## src/rtl/change_dispenser_if.sv

```systemverilog
// change_dispenser_if: request/sensor/motor signal bundle for the change dispenser.
//   master : vending-side driver and hopper hardware model (drives vend, change, sensor, empties, fault_clr)
//   slave  : change_dispenser (drives hop5, hop10, busy, req_full, dropped, fault)
// With CHANGE_DISPENSER_TOTAL_EN defined, paid_total [15:0] is also carried (slave output).
interface change_dispenser_if;
  logic       vend;
  logic [1:0] change;
  logic       coin_sensed;
  logic       empty5;
  logic       empty10;
  logic       fault_clr;
  logic       hop5;
  logic       hop10;
  logic       busy;
  logic       req_full;
  logic       dropped;
  logic       fault;
`ifdef CHANGE_DISPENSER_TOTAL_EN
  logic [15:0] paid_total;

  modport master (
    output vend, change, coin_sensed, empty5, empty10, fault_clr,
    input  hop5, hop10, busy, req_full, dropped, fault, paid_total
  );
  modport slave (
    input  vend, change, coin_sensed, empty5, empty10, fault_clr,
    output hop5, hop10, busy, req_full, dropped, fault, paid_total
  );
`else
  modport master (
    output vend, change, coin_sensed, empty5, empty10, fault_clr,
    input  hop5, hop10, busy, req_full, dropped, fault
  );
  modport slave (
    input  vend, change, coin_sensed, empty5, empty10, fault_clr,
    output hop5, hop10, busy, req_full, dropped, fault
  );
`endif
endinterface

```

## src/rtl/change_dispenser.sv

```systemverilog
// change_dispenser: queues change requests from the vending FSM and pays them out as timed
// motor pulses on a 5-unit and a 10-unit coin hopper, confirming each coin with a drop sensor.
//   clk  : system clock, rising edge
//   rst  : asynchronous active-low reset
//   bus  : change_dispenser_if.slave
//          in : vend, change[1:0] (01=5, 10=10), coin_sensed, empty5, empty10, fault_clr
//          out: hop5, hop10, busy, req_full, dropped, fault
// Optional: define CHANGE_DISPENSER_TOTAL_EN to add bus.paid_total [15:0], a wrapping count of
// confirmed coins in 5-unit steps.
module change_dispenser #(
  parameter int unsigned FIFO_DEPTH     = 4,
  parameter int unsigned PULSE_CYCLES   = 3,
  parameter int unsigned GAP_CYCLES     = 2,
  parameter int unsigned TIMEOUT_CYCLES = 16
) (
  input  logic                clk,
  input  logic                rst,
  change_dispenser_if.slave   bus
);

  localparam int unsigned AW = $clog2(FIFO_DEPTH);
  localparam int unsigned CW = AW + 1;
  localparam int unsigned PW = (PULSE_CYCLES > 1) ? $clog2(PULSE_CYCLES) : 1;
  localparam int unsigned GW = (GAP_CYCLES > 1) ? $clog2(GAP_CYCLES) : 1;
  localparam int unsigned TW = (TIMEOUT_CYCLES > 1) ? $clog2(TIMEOUT_CYCLES) : 1;

  typedef enum logic [2:0] {StIdle, StLoad, StPulse, StWait, StGap, StFault} state_e;

  state_e                state_q, state_d;
  // One bit per entry: 1 = 10-unit request, 0 = 5-unit request.
  logic [FIFO_DEPTH-1:0] mem_q, mem_d;
  logic [AW-1:0]         wr_ptr_q, wr_ptr_d, rd_ptr_q, rd_ptr_d;
  logic [CW-1:0]         cnt_q, cnt_d;
  logic [PW-1:0]         pcnt_q, pcnt_d;
  logic [GW-1:0]         gcnt_q, gcnt_d;
  logic [TW-1:0]         tcnt_q, tcnt_d;
  logic                  hop5_q, hop5_d, hop10_q, hop10_d;
  logic                  conf_q, conf_d;      // coin seen during the current pulse
  logic                  second_q, second_d;  // a second 5-coin is still owed (10 fallback)
  logic                  dropped_q, dropped_d;
  logic                  fault_q, fault_d;
`ifdef CHANGE_DISPENSER_TOTAL_EN
  logic                  is10_q, is10_d;
  logic [15:0]           total_q, total_d;
`endif

  logic push_req, pop, full, push_ok, head;

  always_comb begin
    push_req = bus.vend && ((bus.change == 2'b01) || (bus.change == 2'b10));
    pop      = (state_q == StLoad);
    full     = (cnt_q == CW'(FIFO_DEPTH));
    // A pop in the same cycle frees a slot, so a push into a full FIFO is still taken.
    push_ok  = push_req && (!full || pop);
    head     = mem_q[rd_ptr_q];

    mem_d     = mem_q;
    wr_ptr_d  = wr_ptr_q;
    rd_ptr_d  = rd_ptr_q;
    cnt_d     = cnt_q;
    state_d   = state_q;
    pcnt_d    = pcnt_q;
    gcnt_d    = gcnt_q;
    tcnt_d    = tcnt_q;
    hop5_d    = hop5_q;
    hop10_d   = hop10_q;
    conf_d    = conf_q;
    second_d  = second_q;
    fault_d   = fault_q;
    dropped_d = push_req && full && !pop;
`ifdef CHANGE_DISPENSER_TOTAL_EN
    is10_d    = is10_q;
    total_d   = total_q;
`endif

    if (push_ok) begin
      mem_d[wr_ptr_q] = (bus.change == 2'b10);
      wr_ptr_d        = wr_ptr_q + AW'(1);
    end
    if (pop) begin
      rd_ptr_d = rd_ptr_q + AW'(1);
    end
    if (push_ok && !pop) begin
      cnt_d = cnt_q + CW'(1);
    end else if (!push_ok && pop) begin
      cnt_d = cnt_q - CW'(1);
    end

    unique case (state_q)
      StIdle: begin
        if (cnt_q != '0) state_d = StLoad;
      end
      StLoad: begin
        pcnt_d   = '0;
        conf_d   = 1'b0;
        second_d = 1'b0;
        state_d  = StPulse;
        if (head && !bus.empty10) begin
          hop10_d = 1'b1;
`ifdef CHANGE_DISPENSER_TOTAL_EN
          is10_d  = 1'b1;
`endif
        end else if (!bus.empty5) begin
          hop5_d   = 1'b1;
          second_d = head;
`ifdef CHANGE_DISPENSER_TOTAL_EN
          is10_d   = 1'b0;
`endif
        end else begin
          fault_d = 1'b1;
          state_d = StFault;
        end
      end
      StPulse: begin
        if (bus.coin_sensed) conf_d = 1'b1;
        if (pcnt_q == PW'(PULSE_CYCLES - 1)) begin
          hop5_d  = 1'b0;
          hop10_d = 1'b0;
          tcnt_d  = '0;
          state_d = StWait;
        end else begin
          pcnt_d = pcnt_q + PW'(1);
        end
      end
      StWait: begin
        if (conf_q || bus.coin_sensed) begin
          gcnt_d  = '0;
          state_d = StGap;
`ifdef CHANGE_DISPENSER_TOTAL_EN
          total_d = total_q + (is10_q ? 16'd2 : 16'd1);
`endif
        end else if (tcnt_q == TW'(TIMEOUT_CYCLES - 1)) begin
          fault_d = 1'b1;
          state_d = StFault;
        end else begin
          tcnt_d = tcnt_q + TW'(1);
        end
      end
      StGap: begin
        if (gcnt_q == GW'(GAP_CYCLES - 1)) begin
          if (!second_q) begin
            state_d = StIdle;
          end else if (bus.empty5) begin
            fault_d = 1'b1;
            state_d = StFault;
          end else begin
            hop5_d   = 1'b1;
            second_d = 1'b0;
            pcnt_d   = '0;
            conf_d   = 1'b0;
            state_d  = StPulse;
          end
        end else begin
          gcnt_d = gcnt_q + GW'(1);
        end
      end
      StFault: begin
        if (bus.fault_clr) begin
          fault_d = 1'b0;
          state_d = StIdle;
        end
      end
      default: state_d = StIdle;
    endcase
  end

  always_ff @(posedge clk or negedge rst) begin
    if (!rst) begin
      state_q   <= StIdle;
      mem_q     <= '0;
      wr_ptr_q  <= '0;
      rd_ptr_q  <= '0;
      cnt_q     <= '0;
      pcnt_q    <= '0;
      gcnt_q    <= '0;
      tcnt_q    <= '0;
      hop5_q    <= 1'b0;
      hop10_q   <= 1'b0;
      conf_q    <= 1'b0;
      second_q  <= 1'b0;
      dropped_q <= 1'b0;
      fault_q   <= 1'b0;
`ifdef CHANGE_DISPENSER_TOTAL_EN
      is10_q    <= 1'b0;
      total_q   <= '0;
`endif
    end else begin
      state_q   <= state_d;
      mem_q     <= mem_d;
      wr_ptr_q  <= wr_ptr_d;
      rd_ptr_q  <= rd_ptr_d;
      cnt_q     <= cnt_d;
      pcnt_q    <= pcnt_d;
      gcnt_q    <= gcnt_d;
      tcnt_q    <= tcnt_d;
      hop5_q    <= hop5_d;
      hop10_q   <= hop10_d;
      conf_q    <= conf_d;
      second_q  <= second_d;
      dropped_q <= dropped_d;
      fault_q   <= fault_d;
`ifdef CHANGE_DISPENSER_TOTAL_EN
      is10_q    <= is10_d;
      total_q   <= total_d;
`endif
    end
  end

  assign bus.hop5     = hop5_q;
  assign bus.hop10    = hop10_q;
  assign bus.busy     = (state_q != StIdle) || (cnt_q != '0);
  assign bus.req_full = full;
  assign bus.dropped  = dropped_q;
  assign bus.fault    = fault_q;
`ifdef CHANGE_DISPENSER_TOTAL_EN
  assign bus.paid_total = total_q;
`endif

endmodule

```

## src/flat_wrapper.sv

```systemverilog
// flat-port wrapper written by rule: the top's interface ports become plain ports
module change_dispenser_flat 
#(
  parameter int unsigned FIFO_DEPTH     = 4,
  parameter int unsigned PULSE_CYCLES   = 3,
  parameter int unsigned GAP_CYCLES     = 2,
  parameter int unsigned TIMEOUT_CYCLES = 16
)
  (clk, rst, bus_vend, bus_change, bus_coin_sensed, bus_empty5, bus_empty10, bus_fault_clr, bus_hop5, bus_hop10, bus_busy, bus_req_full, bus_dropped, bus_fault);
  change_dispenser_if bus_i ();
  input  logic clk;
  input  logic rst;
  input wire logic [$bits(bus_i.vend)-1:0] bus_vend;
  input wire logic [$bits(bus_i.change)-1:0] bus_change;
  input wire logic [$bits(bus_i.coin_sensed)-1:0] bus_coin_sensed;
  input wire logic [$bits(bus_i.empty5)-1:0] bus_empty5;
  input wire logic [$bits(bus_i.empty10)-1:0] bus_empty10;
  input wire logic [$bits(bus_i.fault_clr)-1:0] bus_fault_clr;
  output wire logic [$bits(bus_i.hop5)-1:0] bus_hop5;
  output wire logic [$bits(bus_i.hop10)-1:0] bus_hop10;
  output wire logic [$bits(bus_i.busy)-1:0] bus_busy;
  output wire logic [$bits(bus_i.req_full)-1:0] bus_req_full;
  output wire logic [$bits(bus_i.dropped)-1:0] bus_dropped;
  output wire logic [$bits(bus_i.fault)-1:0] bus_fault;
  assign bus_i.vend = bus_vend;
  assign bus_i.change = bus_change;
  assign bus_i.coin_sensed = bus_coin_sensed;
  assign bus_i.empty5 = bus_empty5;
  assign bus_i.empty10 = bus_empty10;
  assign bus_i.fault_clr = bus_fault_clr;
  assign bus_hop5 = bus_i.hop5;
  assign bus_hop10 = bus_i.hop10;
  assign bus_busy = bus_i.busy;
  assign bus_req_full = bus_i.req_full;
  assign bus_dropped = bus_i.dropped;
  assign bus_fault = bus_i.fault;
  change_dispenser #(.FIFO_DEPTH(FIFO_DEPTH), .PULSE_CYCLES(PULSE_CYCLES), .GAP_CYCLES(GAP_CYCLES), .TIMEOUT_CYCLES(TIMEOUT_CYCLES)) u_core (.clk(clk), .rst(rst), .bus(bus_i));
endmodule
```

## config.mk

```make
export PLATFORM = sky130hd
export DESIGN_NAME = change_dispenser_flat
export DESIGN_NICKNAME = d
export VERILOG_FILES = /design/src/rtl/change_dispenser_if.sv /design/src/rtl/change_dispenser.sv /design/src/flat_wrapper.sv
export SDC_FILE = /design/constraint.sdc
export NUM_CORES = 1
export LEC_CHECK = 0
export BUFFER_PORTS_ARGS = -buffer_cell sky130_fd_sc_hd__buf_2
export CAP_MARGIN = 5
export CORE_MARGIN = 2
export CORE_UTILIZATION = 55
export CTS_CLUSTER_SIZE = 16
export DETAILED_ROUTE_END_ITERATION = 10
export HOLD_SLACK_MARGIN = 0.15
export PLACE_DENSITY_LB_ADDON = 0.2
export SLEW_MARGIN = 5
export SYNTH_ARGS = -nofsm -noshare
export SYNTH_HDL_FRONTEND = slang
export SYNTH_SLANG_ARGS = --single-unit
```

## constraint.sdc

```tcl
create_clock -name clk -period 3.4 [get_ports clk]
set_input_delay 0.34 -clock clk [delete_from_list [all_inputs] [get_ports clk]]
set_output_delay 0.34 -clock clk [all_outputs]
set_load 0.02 [all_outputs]
```

* Word-level counts from Yosys, hierarchy flattened
Index checks and enable logic that the tools add are counted.
Storage, ports and cells: register bits after elaboration 27, bits in latches 0, memory bits (writable) 0, memory bits (read-only) 0, bits of input ports 9, output and inout port bits 6, word-level logic and storage cells 140, memories kept 0
Cells by class: $add $sub $neg 7, multipliers 0, div/mod/pow operators 0, order comparisons 3, equal/unequal tests 25, shift-type cells 0, multiplexer cells 56, bitwise gates (word level) 0, reductions and logical operators 35
Operators by type and width (number):
- $mux 3 | 11
- $mux 1 | 26
- $reduce_and 5->1 | 4
- $pmux 3 s6 | 1
- $ne 2x2->1 const B | 8
- $mux 4 | 3
- $ne 2x1->1 const B | 6
- $reduce_bool 2->1 | 5
- $eq 3x3->1 const B | 3
- $reduce_bool 3->1 | 3
- $logic_and 1x1->1 | 8
- $mux 2 | 4
- $pmux 4 s2 | 1
- $reduce_and 7->1 | 1
- $add 2x1->2 const B | 3
- $eq 3x2->1 const B | 2
- $lt 2x3->1 const B | 2
- $pmux 1 s2 | 3
- $pmux 1 s3 | 2
- $pmux 2 s3 | 1
- $add 4x1->4 const B | 1
- $bwmux 4 | 1
- $eq 2x2->1 const B | 2
- $eq 4x4->1 const B | 1
- 17 further kinds | 24

* Longest topological paths before layout
Gate-level depths: netlist of run 1.
depth after elaboration 8, gate-level depth with buffers 10, depth with buffers taken out 10

* Worst setup path after synthesis of run 1
No wires, ideal clock.
path type reg2reg, start point reg u_core.state_q[1], end point reg u_core.cnt_q[2], setup time 0.079 ns, arrival 2.173 ns, required time 3.321 ns, slack 1.148 ns, cell stages (with the launch flop) 10, buffers on the path 0, clock period less this slack 2.252 ns, cell sequence dfrtp_1 -> nor3b_4 -> inv_2 -> a31oi_4 -> ha_1 -> inv_1 -> fa_1 -> xor2_1 -> nor2_1 -> xor2_1
Between the ends: cells in the longest elaborated chain, start to end 6, elaborated cells between the ends (all ways) 9, those cells by class eq/ne: 1; mux: 1; reduce/logical: 7
Ends and longest elaborated chain:
- from (decl) | RTL line change_dispenser.sv:29 | state_e state_q, state_d;
- from (signal assigned) | RTL line change_dispenser.sv:169 | state_q <= StIdle;
- from (signal assigned) | RTL line change_dispenser.sv:188 | state_q <= state_d;
- $eq 3x1->1 * | RTL line change_dispenser.sv:51 | pop = (state_q == StLoad);
- $logic_or 1x1->1 * | RTL line change_dispenser.sv:54 | push_ok = push_req && (!full || pop);
- $logic_and 1x1->1 * | RTL line change_dispenser.sv:54
- named net u_core.push_ok | RTL line change_dispenser.sv:47 | logic push_req, pop, full, push_ok, head;
- $logic_not 1->1 | RTL line change_dispenser.sv:85 | end else if (!push_ok && pop) begin
- $logic_and 1x1->1 | RTL line change_dispenser.sv:85
- $reduce_bool 2->1 (no source line)
- to (signal assigned) | RTL line change_dispenser.sv:192 | cnt_q <= cnt_d;
- to (decl) | RTL line change_dispenser.sv:33 | logic [CW-1:0] cnt_q, cnt_d;
The timed path passes the listed nets; every way through them passes the cells marked *. A chain may end at the register's enable or synchronous reset.

* Worst setup path after layout of run 1
start point reg u_core.state_q[0], end point reg u_core.cnt_q[2]
Same word-level chain as after synthesis.

==> flow_metrics.env, run 1 <==
export IMPL_status="finished clean"
export IMPL_power_density_mw_per_mm2=872
export IMPL_antenna_found_initial=0
export IMPL_crit_path_start_kind="flip-flop"
export IMPL_vdd_drop_max_v=0.000558
export IMPL_grt_pass1_vias=1199
export IMPL_power_frac_clock_pct=9.5
export IMPL_cp_arrival_ns=3.04
export IMPL_rr_startpoint="u_core.state_q[0]"
export IMPL_seqPwrFrac_pct=41.8
export IMPL_drt_initial_drc_count=39
export IMPL_crit_path_max_incr_delay_ns=0.68
export IMPL_power_total_mw=1.52
export IMPL_combPwrFrac_pct=48.7
export IMPL_critPathSlowestCell="dfrtp_1"
export IMPL_yosys_most_used_dff="dfrtp_1"
export IMPL_die_h_um=58.3
export IMPL_place_inst=196
export IMPL_fp_dieArea_sq_mm=0.00340
export IMPL_crit_top_cell="xor2_1"
export IMPL_cts_buffers=3
export IMPL_drt_wl_total_um=3160
export IMPL_antenna_cells=0
export IMPL_crit_start="u_core.state_q[0]"
export IMPL_cts_sinks=27
export IMPL_yosys_area_top_type="dfrtp_1"
export IMPL_cts_root_buffer="clkbuf_4"
export IMPL_sw_frac_of_total_pct=43.1
export IMPL_critical_path_class="reg -> reg"
export IMPL_first_pass_iters=4
export IMPL_vias=1219
export IMPL_syn_instance_count=156
export IMPL_r2r_slack_ns=0.62
export IMPL_synth_top_area_share_pct=41.7
export IMPL_grt_pass1_wl_um=5420
export IMPL_path_clk_slew_ns=0.15
export IMPL_synth_distinct_cells=50
export IMPL_fill_cells=241
export IMPL_tritoncts="done"
export IMPL_slew_viol_final=0
export IMPL_required_ns=3.67
export IMPL_worstSkewPairLatency_ns=0.33
export IMPL_gp_congestion=0.909
export IMPL_worst_pin_slew_ns=0.616
export IMPL_fin_util_pct=62.5
export IMPL_die_w_um=58.3
export IMPL_grt_remaining_overflow=0
export IMPL_route_detailed_drc=0
export IMPL_end_kind="flip-flop"
export IMPL_grt_setup_unrepaired="false"
export IMPL_synth_nets=174
export IMPL_r2r_end="u_core.cnt_q[2]"
export IMPL_grt_max_degree=28
export IMPL_drive_gt1_share_pct=15.9
export IMPL_reg2reg_depth=9
export IMPL_fin_crit_ns=2.78
export IMPL_synth_avg_cell_area_sq_um=10.4
export IMPL_cts_htree_levels=1
export IMPL_core_sq_mm=0.00278
export IMPL_routedWlPerCell_um=15.7
export IMPL_stdcell_count=201
export IMPL_p_sw_uw=653
export IMPL_ant_nets=0
export IMPL_ioPinCount=15
export IMPL_synth_common_cells="dfrtp_1, nand2_1, a21oi_1, inv_1, nor2_1"
export IMPL_dpl_hpwl_um=2330
export IMPL_path_cells="nor3b_4, inv_2, a31oi_4, ha_1, inv_1, fa_1, xor2_1, nor2_1, xor2_1"
export IMPL_yosys_warnings=0
export IMPL_start_util_pct=58.3
export IMPL_cp_top_family="flip-flops"
export IMPL_io_buffers=14
export IMPL_nNetsFinal=189
export IMPL_synthTopCellsByArea="dfrtp_1, ha_1, mux2_1"
export IMPL_syn_to_final_growth_pct=7.18
export IMPL_critPathBufInv=2
export IMPL_track_usage_pct=20.8
export IMPL_yosysMostFrequentCell="dfrtp_1"
export IMPL_cts_path_max_buffers=2
export IMPL_p_int_uw=862
export IMPL_final_setup_skew_ns=0.00362
export IMPL_finalSetupTns_ns=0
export IMPL_rows=19
export IMPL_netlist_area_sq_mm=0.00162
export IMPL_fin_crit_sh_pct=81.7
export IMPL_post_cts_resized=0
export IMPL_setup_violations=0
export IMPL_drv_cap=0
export IMPL_dpl_cell_area_sq_mm=0.00170
export IMPL_crit_cells=9
export IMPL_synthArstFlopShare_pct=100
export IMPL_max_freq_mhz=360
export IMPL_ys_ff_latch=27
export IMPL_synth_seq_area_share_pct=41.7
export IMPL_cp_max_fo=18
export IMPL_vias_per_cell=6.06
export IMPL_hold_viol=0
export IMPL_crit_path_end="u_core.cnt_q[2]"
export IMPL_slew_headroom_pct=58.9
export IMPL_design_area_sq_mm=0.00174
export IMPL_leakagePower_nw=0.754
export IMPL_synth_edff_count=0
export IMPL_min_path_type="in -> reg"
==> kinds of logic (layout without fill, tap and decap cells) <==
logic type      after synthesis  in the layout  share of synthesized area [%]
fa+ha+maj                     9              9                           7.41
simple gates                 50             50                           19.4
compound gates               39             39                           16.6
buf+inv                      15             29                           4.09
xor+xnor                      6              6                           3.24
mux                          10             10                           7.56
flops                        27             27                           41.7
==> power by group through the flow <==
stage | Combinational [mW] | Sequential (mW) | Clock (mW)
after floorplan | 0.631 | 0.585 | 0
after global placement | 0.711 | 0.629 | 0
after detailed placement | 0.739 | 0.640 | 0
after CTS | 0.747 | 0.632 | 0.146
after global routing | 0.833 | 0.662 | 0.154
final | 0.738 | 0.633 | 0.144
==> layout by cell type (no fill, tap or decap), drive strengths merged, types with 2 or more instances in the layout <==
| cell type | instances |
|---|---|
| nand3 | 4 |
| nor3b | 3 |
| ha | 8 |
| a21oi | 9 |
| nor4b | 2 |
| xnor2 | 4 |
| buf | 14 |
| xor2 | 2 |
| and2 | 2 |
| o21ai | 7 |
| and4bb | 2 |
| nor2 | 9 |
| mux2 | 8 |
| inv | 10 |
| nor2b | 5 |
| nand3b | 2 |
| nand2b | 3 |
| o22ai | 2 |
| a31oi | 7 |
| nand2 | 13 |
| or3 | 2 |
| dfrtp | 27 |
| clkbuf | 4 |
| o31ai | 2 |
| o21a | 2 |
==> worst reg2reg max path: cells and delay by family, from the launching register on <==
kind                       cells  cell delay [ns]
adders and majority gates      2             0.67
xor gates and xnor gates       2             0.31
DFF                            1             0.68
AOI/OAI and AO/OA              1             0.30
and+or+nand+nor                2             0.57
buffers and inverters          2             0.19
==> layer usage <==
layer | track usage, % | wire (um)
met5 | 0 | 0
met4 | 7.31 | 38
met3 | 2.64 | 137
met2 | 34.7 | 1550
met1 | 28.1 | 1430
==> registers in the layout, summed over array words and instances (netlist names) <==
signal / count
u_core.mem_q: 4
u_core.tcnt_q: 4
u_core.cnt_q: 3
u_core.state_q: 3
u_core.pcnt_q: 2
u_core.rd_ptr_q: 2
u_core.wr_ptr_q: 2
u_core.bus.dropped: 1
u_core.bus.fault: 1
u_core.bus.hop10: 1
u_core.bus.hop5: 1
u_core.conf_q: 1
u_core.gcnt_q: 1
u_core.second_q: 1
==> per-stage QoR <==
stage | hold slack, ns | setup WS [ns]
floorplan | 0.0444 | 1.15
global placement | 0.377 | 0.803
detailed placement | 0.393 | 0.667
CTS | 0.283 | 0.618
global route | 0.320 | 0.372
finish | 0.294 | 0.621
==> final cells by class <==
| cell class | count | area (sq um) | area share, % |
|---|---|---|---|
| clock buffer | 4 | 26.3 | 1.51 |
| inverter | 10 | 37.5 | 2.16 |
| sequential | 27 | 676 | 38.9 |
| multi-input combinational | 114 | 880 | 50.6 |
| tap | 31 | 38.8 | 2.23 |
| timing repair buffer | 15 | 80.1 | 4.61 |
==> repair_timing <==
item | in CTS | in global routing
setup endpoints to repair | 0 | 0
buffers inserted | 0 | 0
endpoints found under the hold margin | 27 | 0
hold buffers | 1 | 0
==> how the worst min path moves through the flow <==
stage	start	end	slack, ns	depth (start not counted)
finish	bus_empty5	u_core.second_q	0.29	2
global route	bus_empty5	u_core.second_q	0.32	2
CTS	bus_empty5	u_core.second_q	0.28	2
detailed placement	rst	u_core.tcnt_q[2]	0.39	1
global placement	rst	u_core.tcnt_q[2]	0.38	1
floorplan	rst	u_core.bus.dropped	0.04	0
(Power assumes the default switching activity.)
==> run 2: changes to the inputs <==
ABC_AREA = 1   (was not set)
clock period = 2.6 ns   (was 3.4 ns; I/O delays follow)
==> run 2 against run 1 <==
Against the previous run: the flow now finishes with violations (design-rule violations); register-to-register slack got worse by 0.33 ns; maximum frequency rose by 21%; clock skew fell by 0.0011 ns; flip-flop and latch count did not move; synthesized cell count rose by 33%; setup slack got worse by 0.33 ns; worst hold slack got worse by 0.098 ns; clock power rose by 31%; first-iteration DRC count rose by 150%; sequential share of layout area fell by 1.1 points.
==> flow_metrics.env, run 2 <==
export IMPL_status="finished with violations"
export IMPL_failed_checks="design-rule violations"
export IMPL_rows=19
export IMPL_synthArstFlopShare_pct=100
export IMPL_yosysMostFrequentCell="nand2_1"
export IMPL_antenna_found_initial=0
export IMPL_drt_wl_total_um=3260
export IMPL_netlist_area_sq_mm=0.00164
export IMPL_drt_initial_drc_count=96
export IMPL_synthMuxAreaShare_pct=1.30
export IMPL_sw_frac_of_total_pct=47.6
export IMPL_fin_crit_sh_pct=88.6
export IMPL_yosys_area_share_adder_pct=7.32
export IMPL_routedWlPerCell_um=12.6
export IMPL_final_common_cell="nand2_1"
export IMPL_design_area_sq_mm=0.00179
export IMPL_ant_nets=0
export IMPL_grt_max_degree=28
export IMPL_syn_instance_count=208
export IMPL_cp_arrival_ns=2.53
export IMPL_yosys_area_top_type="dfrtp_1"
export IMPL_cts_root_buffer="clkbuf_4"
export IMPL_cp_max_fo=9
export IMPL_synth_xor_area_share_pct=3.73
export IMPL_p_sw_uw=947
export IMPL_post_cts_resized=0
export IMPL_cts_sinks=27
export IMPL_worstSkewPairLatency_ns=0.33
export IMPL_fill_cells=234
export IMPL_syn_to_final_growth_pct=8.92
export IMPL_synth_avg_cell_area_sq_um=7.89
export IMPL_track_usage_pct=21.4
export IMPL_die_w_um=58.6
export IMPL_path_clk_slew_ns=0.15
export IMPL_nNetsFinal=246
export IMPL_max_freq_mhz=434
export IMPL_vdd_drop_max_v=0.000757
export IMPL_synth_simple_area_share_pct=31.4
export IMPL_synth_edff_count=0
export IMPL_synthTopCellsByArea="dfrtp_1, nand2_1, inv_1"
export IMPL_grt_remaining_overflow=0
export IMPL_synth_common_cells="nand2_1, inv_1, dfrtp_1, nand3_1, nor2_1"
export IMPL_power_density_mw_per_mm2=1110
export IMPL_drive_gt1_share_pct=15.4
export IMPL_ioPinCount=15
export IMPL_ff_latch_area_sq_um=676
export IMPL_min_path_type="in -> reg"
export IMPL_fin_crit_ns=2.30
export IMPL_worst_pin_slew_ns=0.602
export IMPL_setup_slack_ns=0.295
export IMPL_tritoncts="done"
export IMPL_cts_path_max_buffers=2
export IMPL_end_kind="flip-flop"
export IMPL_synth_compound_area_share_pct=7.55
export IMPL_grt_pass1_vias=1383
export IMPL_synth_nets=226
export IMPL_setup_violations=0
export IMPL_top_regs="u_core.mem_q x4, u_core.tcnt_q x4"
export IMPL_grt_setup_unrepaired="false"
export IMPL_required_ns=2.83
export IMPL_leakagePower_nw=0.963
export IMPL_start_util_pct=58.5
export IMPL_final_setup_skew_ns=0.00250
export IMPL_dpl_cell_area_sq_mm=0.00175
export IMPL_vias=1372
export IMPL_critical_path_class="reg -> reg"
export IMPL_route_detailed_drc=1
export IMPL_synth_distinct_cells=30
export IMPL_core_sq_mm=0.00281
export IMPL_gp_congestion=0.882
export IMPL_layout_common_cells="nand2_1, inv_1, dfrtp_1"
export IMPL_slew_headroom_pct=59.9
export IMPL_p_int_mw=1.04
export IMPL_yosys_most_used_dff="dfrtp_1"
export IMPL_grt_pass1_wl_um=5730
export IMPL_power_frac_clock_pct=9.4
export IMPL_ys_ff_latch=27
export IMPL_synth_top_family_by_area="simple AND/OR/NAND/NOR gates"
export IMPL_hold_viol=0
export IMPL_multi_input_area_sq_um=842
export IMPL_fp_dieArea_sq_mm=0.00344
export IMPL_crit_path_start_kind="flip-flop"
export IMPL_cts_setup_buffers=0
export IMPL_cts_buffers=3
export IMPL_antenna_cells=0
export IMPL_seqPwrFrac_pct=38.4
export IMPL_cts_htree_levels=1
export IMPL_vias_per_cell=5.32
export IMPL_place_ws_ns=0.292
export IMPL_combPwrFrac_pct=52.2
export IMPL_synth_seq_area_share_pct=41.2
export IMPL_dpl_hpwl_um=2510
export IMPL_die_h_um=58.6
export IMPL_drv_cap=0
export IMPL_finalSetupTns_ns=0
export IMPL_cts_hold_buf=1
export IMPL_slew_viol_final=0
export IMPL_yosys_warnings=0
export IMPL_first_pass_iters=7
export IMPL_io_buffers=14
export IMPL_synth_top_area_share_pct=41.2
[run 2: cell count changes after synthesis, sizes merged, moves of 4 or more]
cell and delta:
nand2 +46, inv +21, nand3 +18, nor2 +11, a31oi -7, mux2 -7, o21ai +6, nor2b -5
a21oi -4, nand4 +4, nor3 +4
[run 2: power by group through the flow]
stage | clock (mW) | combinational [mW] | sequential (mW)
finish | 0.188 | 1.04 | 0.764
global route | 0.207 | 1.20 | 0.791
CTS | 0.191 | 1.04 | 0.763
detailed placement | 0 | 1.03 | 0.772
floorplan | 0 | 0.810 | 0.749
global placement | 0 | 0.997 | 0.761
[run 2: stage by stage]
stage | hold slack, ns | util (%) | power, mW | instances
finish | 0.197 | 63.7 | 1.99 | 258
global route | 0.210 | 63.7 | 2.20 | 258
CTS | 0.197 | 63.7 | 1.99 | 258
detailed placement | 0.310 | 62.4 | 1.81 | 253
global placement | 0.299 | 62.4 | 1.76 | 253
floorplan | -0.0356 | - | 1.56 | 208
[run 2: cell families (layout without fill, tap and decap cells)]
| kind of cell | Yosys count | in the layout |
|---|---|---|
| simple gates | 111 | 111 |
| buf+inv | 32 | 51 |
| fa+ha+maj | 9 | 9 |
| xor+xnor | 7 | 7 |
| compound gates | 20 | 20 |
| mux | 2 | 2 |
| flops | 27 | 27 |
[run 2: final timing paths]
check	depth (start not counted)	from	end	slack [ns]
worst max-delay path	9	u_core.state_q[2]	u_core.cnt_q[2]	0.30
worst min-delay path	3	bus_coin_sensed	u_core.conf_q	0.20
worst max register to register	9	u_core.state_q[2]	u_core.cnt_q[2]	0.30
worst min register to register	2	u_core.bus.hop5	u_core.bus.hop5	0.48
max in group asynchronous	2	rst	u_core.pcnt_q[0]	1.76
min in group asynchronous	2	rst	u_core.tcnt_q[2]	0.45
[run 2: layout make-up]
cell class,instances,area share (%)
clock buffer,3,1.26
clock inverter,1,0.280
inverter,31,6.51
multi-input combinational,149,47.1
sequential,27,37.8
tap,31,2.17
timing repair buffer,16,4.90
[run 2: layer usage]
metal  vias to the layer above  share of wire (%)  global-route usage [%]
met1                       632                 49                    28.2
met2                        33                 47                    35.8
met4                         0                1.4                    8.77
li1                        701                  -                       -
met3                         6                3.1                    2.86
met5                         -                  0                       0
[run 2: critical path: stages (launching register included)]
cell and delay, ns:
dfrtp_1 0.48, inv_2 0.16, nand3_4 0.17, a21boi_4 0.29, ha_1 0.19, inv_1 0.07, fa_1 0.44, a21oi_1 0.14
o21ai_0 0.11, xor2_1 0.15
==> run 3: changes to the inputs <==
REMOVE_ABC_BUFFERS = 1   (was not set)
clock period = 2.8 ns   (was 2.6 ns; I/O delays follow)
==> run 3 against run 2 <==
Against the previous run: highest routed layer unchanged; wire length fell by 2.2%; largest power group unchanged; critical path depth did not move; cell area fell by 0.49%; critical path type unchanged; non-clock buffer count fell by 1; register-to-register slack improved by 0.18 ns; first-iteration DRC count fell by 19%; the flow still finishes with violations (design-rule violations).
==> flow_metrics.env, run 3 (synthesis gave the netlist of run 2 again) <==
export IMPL_tritoncts="done"
export IMPL_sw_frac_of_total_pct=47.0
export IMPL_grt_pass1_wl_um=5570
export IMPL_vdd_drop_max_v=0.000548
export IMPL_final_setup_skew_ns=0.00736
export IMPL_start_util_pct=58.5
export IMPL_fp_dieArea_sq_mm=0.00344
export IMPL_finalSetupTns_ns=0
export IMPL_drv_cap=0
export IMPL_grt_max_degree=28
export IMPL_crit_path_start_kind="flip-flop"
export IMPL_die_w_um=58.6
export IMPL_worstSkewPairLatency_ns=0.32
export IMPL_power_frac_clock_pct=9.0
export IMPL_critical_path_class="reg -> reg"
export IMPL_p_int_uw=964
export IMPL_hold_viol=0
export IMPL_failed_checks="design-rule violations"
export IMPL_combPwrFrac_pct=51.9
export IMPL_cts_sinks=27
export IMPL_fin_util_pct=63.4
export IMPL_ant_nets=0
export IMPL_top_regs="u_core.mem_q x4, u_core.tcnt_q x4"
export IMPL_ioPinCount=15
export IMPL_end_kind="flip-flop"
export IMPL_required_ns=3.02
export IMPL_slew_viol_final=0
export IMPL_vias_per_cell=5.40
export IMPL_antenna_found_initial=0
export IMPL_slew_headroom_pct=59.4
export IMPL_min_path_type="in -> reg"
export IMPL_first_pass_iters=7
export IMPL_drt_initial_drc_count=78
export IMPL_vias=1388
export IMPL_track_usage_pct=20.9
export IMPL_power_density_mw_per_mm2=1020
export IMPL_cts_htree_levels=1
export IMPL_grt_setup_unrepaired="false"
export IMPL_io_buffers=14
export IMPL_cts_buffers=3
export IMPL_seqPwrFrac_pct=39.1
export IMPL_drt_wl_total_um=3190
export IMPL_routedWlPerCell_um=12.4
export IMPL_fin_crit_sh_pct=83.1
export IMPL_cp_max_fo=9
export IMPL_max_freq_mhz=430
export IMPL_path_clk_slew_ns=0.14
export IMPL_reg2reg_depth=9
export IMPL_leakagePower_nw=0.955
export IMPL_die_h_um=58.6
export IMPL_core_sq_mm=0.00281
export IMPL_layout_common_cells="nand2_1, inv_1, dfrtp_1"
export IMPL_worstHoldPathCells=3
export IMPL_dpl_hpwl_um=2500
export IMPL_cts_root_buffer="clkbuf_4"
export IMPL_post_cts_resized=0
export IMPL_cp_arrival_ns=2.54
export IMPL_drive_gt1_share_pct=14.6
export IMPL_fill_cells=244
export IMPL_final_common_cell="nand2_1"
export IMPL_setup_violations=0
export IMPL_route_detailed_drc=1
export IMPL_grt_remaining_overflow=0
export IMPL_fin_crit_ns=2.33
export IMPL_grt_pass1_vias=1331
export IMPL_cts_path_max_buffers=2
export IMPL_nNetsFinal=245
export IMPL_worst_pin_slew_ns=0.610
export IMPL_status="finished with violations"
export IMPL_syn_to_final_growth_pct=8.38
export IMPL_antenna_cells=0
export IMPL_rows=19
export IMPL_gp_congestion=0.880
export IMPL_p_sw_uw=855
[run 3: changes by cell type in the layout (fill, tap and decap cells not counted)]
cell	previous run	this run
buf_4	1	0
clkbuf_1	0	1
clkinv_2	1	0
[run 3: final timing paths]
path,start,end,slack [ns]
min in group asynchronous,rst,u_core.state_q[2],0.49
max in group asynchronous,rst,u_core.rd_ptr_q[0],1.91
hold reg to reg,u_core.bus.hop10,u_core.bus.hop10,0.48
setup / recovery,u_core.state_q[2],u_core.cnt_q[2],0.47
hold / removal,bus_coin_sensed,u_core.conf_q,0.22
setup reg to reg,u_core.state_q[2],u_core.cnt_q[2],0.47
[run 3: cell type report]
type	instances	area, sq um	area share, %
repair buffers	15	80.1	4.50
clock buffers	4	26.3	1.48
well taps	31	38.8	2.18
inverters	31	116	6.54
flip-flops and latches	27	676	38.0
multi-input cells	149	842	47.3
[run 3: power groups by stage]
stage / logic, mW / registers (mW) / clock network [mW]
finish: 0.943 / 0.711 / 0.164
global route: 1.07 / 0.738 / 0.185
CTS: 0.953 / 0.710 / 0.174
detailed placement: 0.946 / 0.720 / 0
global placement: 0.912 / 0.708 / 0
floorplan: 0.725 / 0.712 / 0
[run 3: through the flow]
stage | instances | worst slack [ns] | total power [mW] | instance area, sq um | hold WS (ns)
after floorplan | 207 | 0.414 | 1.44 | 1630 | -0.0156
after global placement | 252 | 0.545 | 1.62 | 1740 | 0.324
after detailed placement | 252 | 0.395 | 1.67 | 1740 | 0.330
after CTS | 257 | 0.479 | 1.84 | 1780 | 0.215
after global routing | 257 | 0.301 | 2.00 | 1780 | 0.224
final | 257 | 0.473 | 1.82 | 1780 | 0.222
[run 3: worst max-delay path, stage by stage, from the launching register on]
cell and delay [ns]:
dfrtp_1 0.48, inv_2 0.16, nand3_4 0.17, a21boi_4 0.31
ha_1 0.20, inv_1 0.08, fa_1 0.44, a21oi_1 0.14
o21ai_0 0.11, xor2_1 0.15
[run 3: repair_timing]
item                                    in CTS  in global routing
endpoints found under the setup margin       0                  0
hold buffers                                 1                  0
setup buffers                                0                  0
endpoints found under the hold margin       27                  0
[run 3: per-layer routing]
layer  global-route usage [%]  share of wire, %
met5                        0                 0
met4                     9.74               2.1
met3                     2.20               3.9
met2                     34.8                48
met1                     27.4                46
